`config.mk`:
```
export PLATFORM = sky130hd
export DESIGN_NAME = alarm_core
export DESIGN_NICKNAME = d
export VERILOG_FILES = /design/src/rtl/alarm_core.sv
export SDC_FILE = /design/constraint.sdc
export NUM_CORES = 1
export LEC_CHECK = 0
export ABC_AREA = 1
export ABC_CLOCK_PERIOD_IN_PS = 3630
export BUFFER_PORTS_ARGS = -buffer_cell sky130_fd_sc_hd__buf_2
export CAP_MARGIN = 10
export CORE_MARGIN = 2
export CORE_UTILIZATION = 61
export CTS_CLUSTER_SIZE = 8
export DETAILED_ROUTE_END_ITERATION = 10
export PLACE_DENSITY = 0.89
export SLEW_MARGIN = 0
export SYNTH_ARGS = -nofsm -noshare
export SYNTH_HDL_FRONTEND = slang
export SYNTH_SLANG_ARGS = --single-unit
export TNS_END_PERCENT = 5
```
`constraint.sdc`:
```
create_clock -name clk -period 3.63 [get_ports clk]
set_input_delay 0.726 -clock clk [delete_from_list [all_inputs] [get_ports clk]]
set_output_delay 0.726 -clock clk [all_outputs]
set_load 0.01 [all_outputs]
```
`src/rtl/alarm_core.sv`:
```
// alarm_core: seconds prescaler, 24-hour timekeeper with a load port, and an
// alarm state machine that handles ring, snooze, stop and ring timeout.
module alarm_core #(
  parameter int TICKS_PER_SEC = 100,
  parameter int SNOOZE_SEC    = 300,
  parameter int RING_SEC      = 600
) (
  input  logic       clk,
  input  logic       reset,
  input  logic       load_time,
  input  logic [7:0] set_hour,
  input  logic [7:0] set_min,
  input  logic       alarm_en,
  input  logic [7:0] alarm_hour,
  input  logic [7:0] alarm_min,
  input  logic       snooze,
  input  logic       stop,
  output logic [7:0] hour,
  output logic [7:0] min,
  output logic [5:0] sec,
  output logic       sec_tick,
  output logic       load_err,
  output logic [1:0] alarm_state,
  output logic       buzzer
);

  localparam int PW = (TICKS_PER_SEC > 2) ? $clog2(TICKS_PER_SEC) : 1;
  localparam int SW = $clog2(SNOOZE_SEC + 1);
  localparam int RW = $clog2(RING_SEC + 1);

  localparam logic [PW-1:0] PRESC_LAST  = PW'(TICKS_PER_SEC - 1);
  localparam logic [SW-1:0] SNOOZE_LOAD = SW'(SNOOZE_SEC);
  localparam logic [RW-1:0] RING_LAST   = RW'(RING_SEC - 1);

  typedef enum logic [1:0] {
    ST_IDLE   = 2'd0,
    ST_RING   = 2'd1,
    ST_SNOOZE = 2'd2
  } state_t;

  // Timekeeper state
  logic [PW-1:0] presc_q, presc_d;
  logic [7:0]    hour_q, hour_d;
  logic [7:0]    min_q, min_d;
  logic [5:0]    sec_q, sec_d;
  logic          sec_tick_q, sec_tick_d;
  logic          load_err_q, load_err_d;

  // Alarm state
  state_t        state_q, state_d;
  logic [RW-1:0] ring_q, ring_d;
  logic [SW-1:0] snz_q, snz_d;
  logic          match_d_q;

  logic load_ok;
  logic tick_now;
  logic match;

  assign load_ok  = (set_hour <= 8'd23) && (set_min <= 8'd59);
  assign tick_now = (presc_q == PRESC_LAST);

  // Match is taken from the registered time so the alarm fires one cycle
  // after the display shows the alarm time.
  assign match = alarm_en && (hour_q == alarm_hour) && (min_q == alarm_min)
                 && (sec_q == 6'd0);

  // Timekeeper next state: a valid load wins over the seconds advance.
  always_comb begin
    presc_d    = presc_q;
    hour_d     = hour_q;
    min_d      = min_q;
    sec_d      = sec_q;
    sec_tick_d = tick_now;
    load_err_d = 1'b0;
    if (load_time && load_ok) begin
      hour_d     = set_hour;
      min_d      = set_min;
      sec_d      = 6'd0;
      presc_d    = '0;
      sec_tick_d = 1'b0;
    end else begin
      load_err_d = load_time;
      presc_d    = tick_now ? '0 : presc_q + 1'b1;
      if (tick_now) begin
        if (sec_q == 6'd59) begin
          sec_d = 6'd0;
          if (min_q == 8'd59) begin
            min_d  = 8'd0;
            hour_d = (hour_q == 8'd23) ? 8'd0 : hour_q + 8'd1;
          end else begin
            min_d = min_q + 8'd1;
          end
        end else begin
          sec_d = sec_q + 6'd1;
        end
      end
    end
  end

  // Timekeeper registers
  always_ff @(posedge clk or posedge reset) begin
    if (reset) begin
      presc_q    <= '0;
      hour_q     <= 8'd0;
      min_q      <= 8'd0;
      sec_q      <= 6'd0;
      sec_tick_q <= 1'b0;
      load_err_q <= 1'b0;
    end else begin
      presc_q    <= presc_d;
      hour_q     <= hour_d;
      min_q      <= min_d;
      sec_q      <= sec_d;
      sec_tick_q <= sec_tick_d;
      load_err_q <= load_err_d;
    end
  end

  // Alarm state register, counters and match history
  always_ff @(posedge clk or posedge reset) begin
    if (reset) begin
      state_q   <= ST_IDLE;
      ring_q    <= '0;
      snz_q     <= '0;
      match_d_q <= 1'b0;
    end else begin
      state_q   <= state_d;
      ring_q    <= ring_d;
      snz_q     <= snz_d;
      match_d_q <= match;
    end
  end

  // Alarm next state: disable beats stop, stop beats snooze, all beat ticks.
  always_comb begin
    state_d = state_q;
    ring_d  = ring_q;
    snz_d   = snz_q;
    case (state_q)
      ST_IDLE: begin
        if (match && !match_d_q) begin
          state_d = ST_RING;
          ring_d  = '0;
        end
      end
      ST_RING: begin
        if (!alarm_en || stop) begin
          state_d = ST_IDLE;
          ring_d  = '0;
        end else if (snooze) begin
          state_d = ST_SNOOZE;
          snz_d   = SNOOZE_LOAD;
        end else if (sec_tick_q) begin
          if (ring_q == RING_LAST) begin
            state_d = ST_IDLE;
            ring_d  = '0;
          end else begin
            ring_d = ring_q + 1'b1;
          end
        end
      end
      ST_SNOOZE: begin
        if (!alarm_en || stop) begin
          state_d = ST_IDLE;
          snz_d   = '0;
        end else if (sec_tick_q) begin
          if (snz_q <= SW'(1)) begin
            state_d = ST_RING;
            ring_d  = '0;
            snz_d   = '0;
          end else begin
            snz_d = snz_q - 1'b1;
          end
        end
      end
      default: begin
        state_d = ST_IDLE;
        ring_d  = '0;
        snz_d   = '0;
      end
    endcase
  end

  // Outputs decoded from registered state
  always_comb begin
    hour        = hour_q;
    min         = min_q;
    sec         = sec_q;
    sec_tick    = sec_tick_q;
    load_err    = load_err_q;
    alarm_state = state_q;
    buzzer      = (state_q == ST_RING);
  end

endmodule

```
==> results.toml, run 1 <==
[run_status]
status = "finished, final reports clean"

[routing]
num_vias = 3735
drtPass1Iterations = 5
via_per_inst = 5.550
antenna_left = 0
drc = 0
drt-initial-drc-count = 229
wl_per_cell_um = 13.66
routed_wirelength_mm = 9.196

[layout]
area_growth_pct = 13.42
antennaDiodeCount = 0
fin_area_mm2 = 0.004165
drive_above_1_share_pct = 16.72
nets = 647

[logic_synthesis]
synth.most_common_cell = "nand2_1"
synthDistinctLibCells = 40
synth_commonest_cells = "nand2_1 (156), inv_1 (69), nor2_1 (64)"
synth_cells = 531
avgSynthCellArea_um2 = 6.916
synth_seq_cells = 53
syn_area_mm2 = 0.003672
yosysSeqAreaShare_pct = 36.12
synth_largest_area_cell = "dfrtp_1"
synth_top_area_share_pct = 36.12
synth_edf_count = 0
ys.warnings.count = 0
synth_area_leaders = "dfrtp_1 (36%), nand2_1 (16%), inv_1 (7.1%)"
syn_nets = 581
synth_ff_type = "dfrtp_1"
async_flop_share_pct = 100.0

[min_path]
min_from = "ring_q[9]$_DFFE_PP0P_"
min_to = "ring_q[9]$_DFFE_PP0P_"
min_path_type = "reg2reg"
holdPathStages = 2

[setup_path]
critPathMaxFanout = 11
crit_top_cell = "nand2_1"
cp.buffers_inverters = 2
path_class = "reg2reg"
start_kind = "flip-flop"
path_cells = "inv_1 > ha_1 > inv_1 > nor3_1 > nand2_1 > nand3_1 > a21oi_2 > nand2_2 > nand2_1 > nand2_1"
rrSetupSlack_ns = 1.49
reg2reg_to = "ring_q[3]$_DFFE_PP0P_"
arrival_ns = 2.36
r2r_start = "alarm_state[1]$_DFFE_PP0P_"
crit_family = "simple AND/OR/NAND/NOR gates"
required_ns = 3.85
reg2regPathDepth = 10
slowest_delay_ns = 0.44
cp-end-kind = "flip-flop"
cp_slowest_cell = "dfrtp_1"

[pwr]
p_total_uw = 1960
powerDensity_mw_per_mm2 = 470.7
ir_drop_mv = 0.3816
pwr-share-clk_pct = 21.8
seq_power_share_pct = 40.5
p_int_uw = 1177
combPwrFrac_pct = 37.7
switching_power_uw = 783.7
p_sw_share_pct = 39.98
p_leak_uw = 0.002247

[clock_tree]
cts.sinks = 53
holdBufCountCts = 0
cts_tree = "yes"
htree_num_levels = 2
cts_resized = 0
cts_buffers = 5
clk-insertion-delay-late_ns = 0.31
cts.clk_slew.worst_paths_ns = 0.10
postCtsSetupRepairBufs = 0
root_buffer = "clkbuf_8"
clockBufferDepth = 2

[grt]
grt_max_degree = 33
grt_use_total_pct = 28.64
antenna_found_initial = 0
grt_pass1_vias = 3456
grt.overflow.total = 0
grt_pass1_wl_mm = 14.87

[sta]
tns_ns = 0
hold-worst-slack_ns = 0.5241
finalSetupViolations = 0
report.final.slew_viol_count = 0
relSlewSlack_pct = 50.74
fin_skew_ns = 0.01160
min_period_ns = 2.137
timing.fmax_mhz = 467.8
final_hold_viol_count = 0
finalCritPeriodShare_pct = 58.88
worst_pin_slew_ns = 0.7378
rsz0062_at_grt = "false"

[placed_design]
numPortBuffers = 64
place.gp.congestion = 0.8970
dpl_cell_area_mm2 = 0.004049
hpwl_mm = 6.962

[floorplanning]
core_mm2 = 0.005886
rows = 28
dieArea_mm2 = 0.006657
io_pins = 65
die_y_um = 81.59
start_util_pct = 62.39
fp.dieW_um = 81.59

[job]
drv_cap = 0
-- worst min-delay path, delay by kind of cell (launching register included) --
family	cells	cell delay, ns
simple gates	2	0.11
flops	1	0.38
-- cells in the final DEF (no fill, tap or decap), drive strengths merged, types with 11 or more instances in the layout --
cell / n
dfrtp: 53
nand3: 41
xor2: 13
buf: 65
inv: 73
nand2: 161
ha: 12
a21oi: 14
nor3: 11
nand4: 15
nor2: 67
o21ai: 30
-- metrics by stage --
step,cells,setup slack [ns],utilization (%)
6_report,673,1.493,70.77
5_1_grt,673,1.315,70.77
4_1_cts,673,1.520,70.77
3_5_place_dp,665,1.261,68.79
3_3_place_gp,665,1.365,68.79
2_1_floorplan,531,1.618,-
-- layer usage --
metal / share of wire (%) / vias to the layer above / global-route usage (%)
met5: 0 / - / 0
met4: 1.7 / 0 / 10.33
met3: 5.6 / 16 / 4.286
met2: 51 / 128 / 51.31
met1: 41 / 1753 / 34.93
li1: - / 1838 / -
-- registers in the layout, summed over array words and instances, names as in the netlist --
name	flops
ring_q	10
snz_q	9
hour	8
min	8
presc_q	7
sec	6
alarm_state	2
load_err	1
match_d_q	1
sec_tick	1
-- cells by family (layout without fill, tap and decap cells) --
| logic type | after synthesis | after routing | share of synthesized area [%] |
|---|---|---|---|
| flip-flops | 53 | 53 | 36.12 |
| XOR/XNOR | 18 | 18 | 4.293 |
| AO/OA/AOI/OAI | 57 | 57 | 9.166 |
| AND/OR/NAND/NOR | 310 | 310 | 37.38 |
| adder cells (fa/ha/maj) | 12 | 12 | 4.088 |
| buffers and inverters | 81 | 148 | 8.961 |
-- layout make-up --
class / count / area (µm²)
Tap cell: 75 / 93.84
Fill cell: 517 / 1720
Inverter: 75 / 284.0
Multi-Input combinational cell: 397 / 2017
Clock buffer: 7 / 86.33
Clock inverter: 1 / 30.03
Timing Repair Buffer: 65 / 327.8
Sequential cell: 53 / 1326
-- worst max path at each step --
stage | startpoint | to | slack (ns) | cells past startpoint
floorplan | reset | alarm_state[0]$_DFFE_PP0P_ | 1.62 | 1
global placement | set_hour[5] | sec[5]$_DFFE_PP0P_ | 1.37 | 9
detailed placement | set_hour[5] | sec[5]$_DFFE_PP0P_ | 1.26 | 9
CTS | alarm_state[1]$_DFFE_PP0P_ | ring_q[8]$_DFFE_PP0P_ | 1.52 | 10
global route | set_hour[5] | sec[5]$_DFFE_PP0P_ | 1.31 | 9
finish | alarm_state[1]$_DFFE_PP0P_ | ring_q[3]$_DFFE_PP0P_ | 1.49 | 10
-- power by group through the flow --
| stage | sequential (µW) | clock [µW] | combinational, µW |
|---|---|---|---|
| 3_5_place_dp | 803 | 0 | 729 |
| 5_1_grt | 808 | 446 | 844 |
| 6_report | 794 | 428 | 739 |
| 2_1_floorplan | 787 | 0 | 560 |
| 4_1_cts | 791 | 430 | 736 |
| 3_3_place_gp | 797 | 0 | 691 |
(Power assumes the default switching activity.)
==> run 2: changes to the inputs <==
ABC_CLOCK_PERIOD_IN_PS = 1800   (was 3630)
CORE_UTILIZATION = 51   (was 61)
PLACE_DENSITY = 0.8   (was 0.89)
clock period = 1.8 ns   (was 3.63 ns; I/O delays follow)
==> results.toml, run 2 (synthesis gave the netlist of run 1 again) <==
[clock_tree]
holdBufCountCts = 0
cts.sinks = 53
htree_num_levels = 2
cts_resized = 0
clk-insertion-delay-late_ns = 0.31
cts.clk_slew.worst_paths_ns = 0.10
cts_buffers = 5
clockBufferDepth = 2
postCtsSetupRepairBufs = 0
root_buffer = "clkbuf_8"
cts_tree = "yes"

[routing]
num_vias = 3801
drt-initial-drc-count = 221
antenna_left = 0
drtPass1Iterations = 4
wl_per_cell_um = 13.12
routed_wirelength_mm = 9.341
drc = 0
via_per_inst = 5.338

[layout]
largest_reg_flops = 10
final_common_cell = "nand2_1"
reg.largest.list = "ring_q (10), snz_q (9)"
nets = 665
antennaDiodeCount = 0
drive_above_1_share_pct = 21.43
area_growth_pct = 20.61
final_cells = 712
multi_input_area_mm2 = 0.002079
layout_common_cells = "nand2_1 (154), inv_1 (65), buf_2 (64)"
seqCellArea_mm2 = 0.001329
top_register = "ring_q"
fill_cells = 603
final_util_pct = 64.48

[sta]
hold-worst-slack_ns = 0.03612
final_hold_viol_count = 0
timing.fmax_mhz = 584.4
report.final.slew_viol_count = 0
finalSetupViolations = 0
min_period_ns = 1.711
finalCritPeriodShare_pct = 95.07
worst_pin_slew_ns = 0.4380
fin_skew_ns = 0.01093
rsz0062_at_grt = "true"
relSlewSlack_pct = 70.76

[placed_design]
numPortBuffers = 64
place.gp.congestion = 0.9420
placed_cells = 704
hpwl_mm = 7.182

[setup_path]
critPathMaxFanout = 14
cp-end-kind = "flip-flop"
required_ns = 2.00
start_kind = "flip-flop"
arrival_ns = 1.91
path_class = "reg2reg"

[pwr]
p_total_uw = 4223
p_leak_uw = 0.002360
powerDensity_mw_per_mm2 = 953.5
ir_drop_mv = 0.4569

[run_status]
status = "finished, final reports clean"

[floorplanning]
start_util_pct = 53.46
die_y_um = 88.86
core_mm2 = 0.006869
fp.dieW_um = 88.86
io_pins = 65
rows = 30
dieArea_mm2 = 0.007895

[grt]
grt_pass1_vias = 3569
grt_use_total_pct = 24.92
antenna_found_initial = 0
grt.overflow.total = 0
grt_max_degree = 37
grt_pass1_wl_mm = 15.57

[job]
drv_cap = 0

[min_path]
min_path_type = "in2async"
## run 2: changes by cell type in the layout (fill, tap and decap cells not counted), sizes merged
cell,delta
buf,+18
clkbuf,-2
bufinv,+1
inv,+1
## run 2: through the flow
| stage | cell area [µm²] | setup WS (ns) | setup TNS (ns) |
|---|---|---|---|
| floorplan | 3672 | 0.03349 | 0 |
| global placement | 4223 | 0.1042 | 0 |
| detailed placement | 4223 | 0.06018 | 0 |
| CTS | 4357 | 0.01905 | 0 |
| global route | 4429 | -0.04609 | -0.4182 |
| finish | 4429 | 0.08872 | 0 |
## run 2: cell type report
type / count / area share [%]
Clock buffer: 5 / 1.554
Clock inverter: 3 / 1.469
Inverter: 75 / 6.497
Multi-Input combinational cell: 397 / 46.95
Sequential cell: 53 / 30.00
Tap cell: 96 / 2.712
Timing Repair Buffer: 83 / 10.82
## run 2: final timing paths
check	slack [ns]	startpoint	depth (start not counted)	endpoint
worst max-delay path	0.09	sec[0]$_DFFE_PP0P_	8	min[5]$_DFFE_PP0P_
min in group clk	0.30	set_min[1]	3	min[1]$_DFFE_PP0P_
max in group asynchronous	1.22	reset	3	ring_q[5]$_DFFE_PP0P_
worst max register to register	0.09	sec[0]$_DFFE_PP0P_	8	min[5]$_DFFE_PP0P_
worst min-delay path	0.04	reset	2	hour[3]$_DFFE_PP0P_
worst min register to register	0.53	presc_q[0]$_DFF_PP0_	2	presc_q[0]$_DFF_PP0_
## run 2: where the power goes
group	total (µW)	internal, µW	switching (µW)
registers	1570	1390	181
logic	1690	653	1040
clock network	963	553	410
## run 2: critical path: stages, from the launching register on
cell and delay [ns]:
dfrtp_1 0.39, buf_4 0.15, ha_2 0.22, nand4_2 0.16, o21ai_4 0.21, buf_4 0.21, nand2_1 0.07, a21oi_1 0.14
a21oi_1 0.05
## run 2: routing by layer
layer | track usage [%] | share of wire (%)
met5 | 0 | 0
met4 | 8.540 | 1.7
met3 | 3.918 | 5.9
met2 | 43.35 | 50
met1 | 31.43 | 43
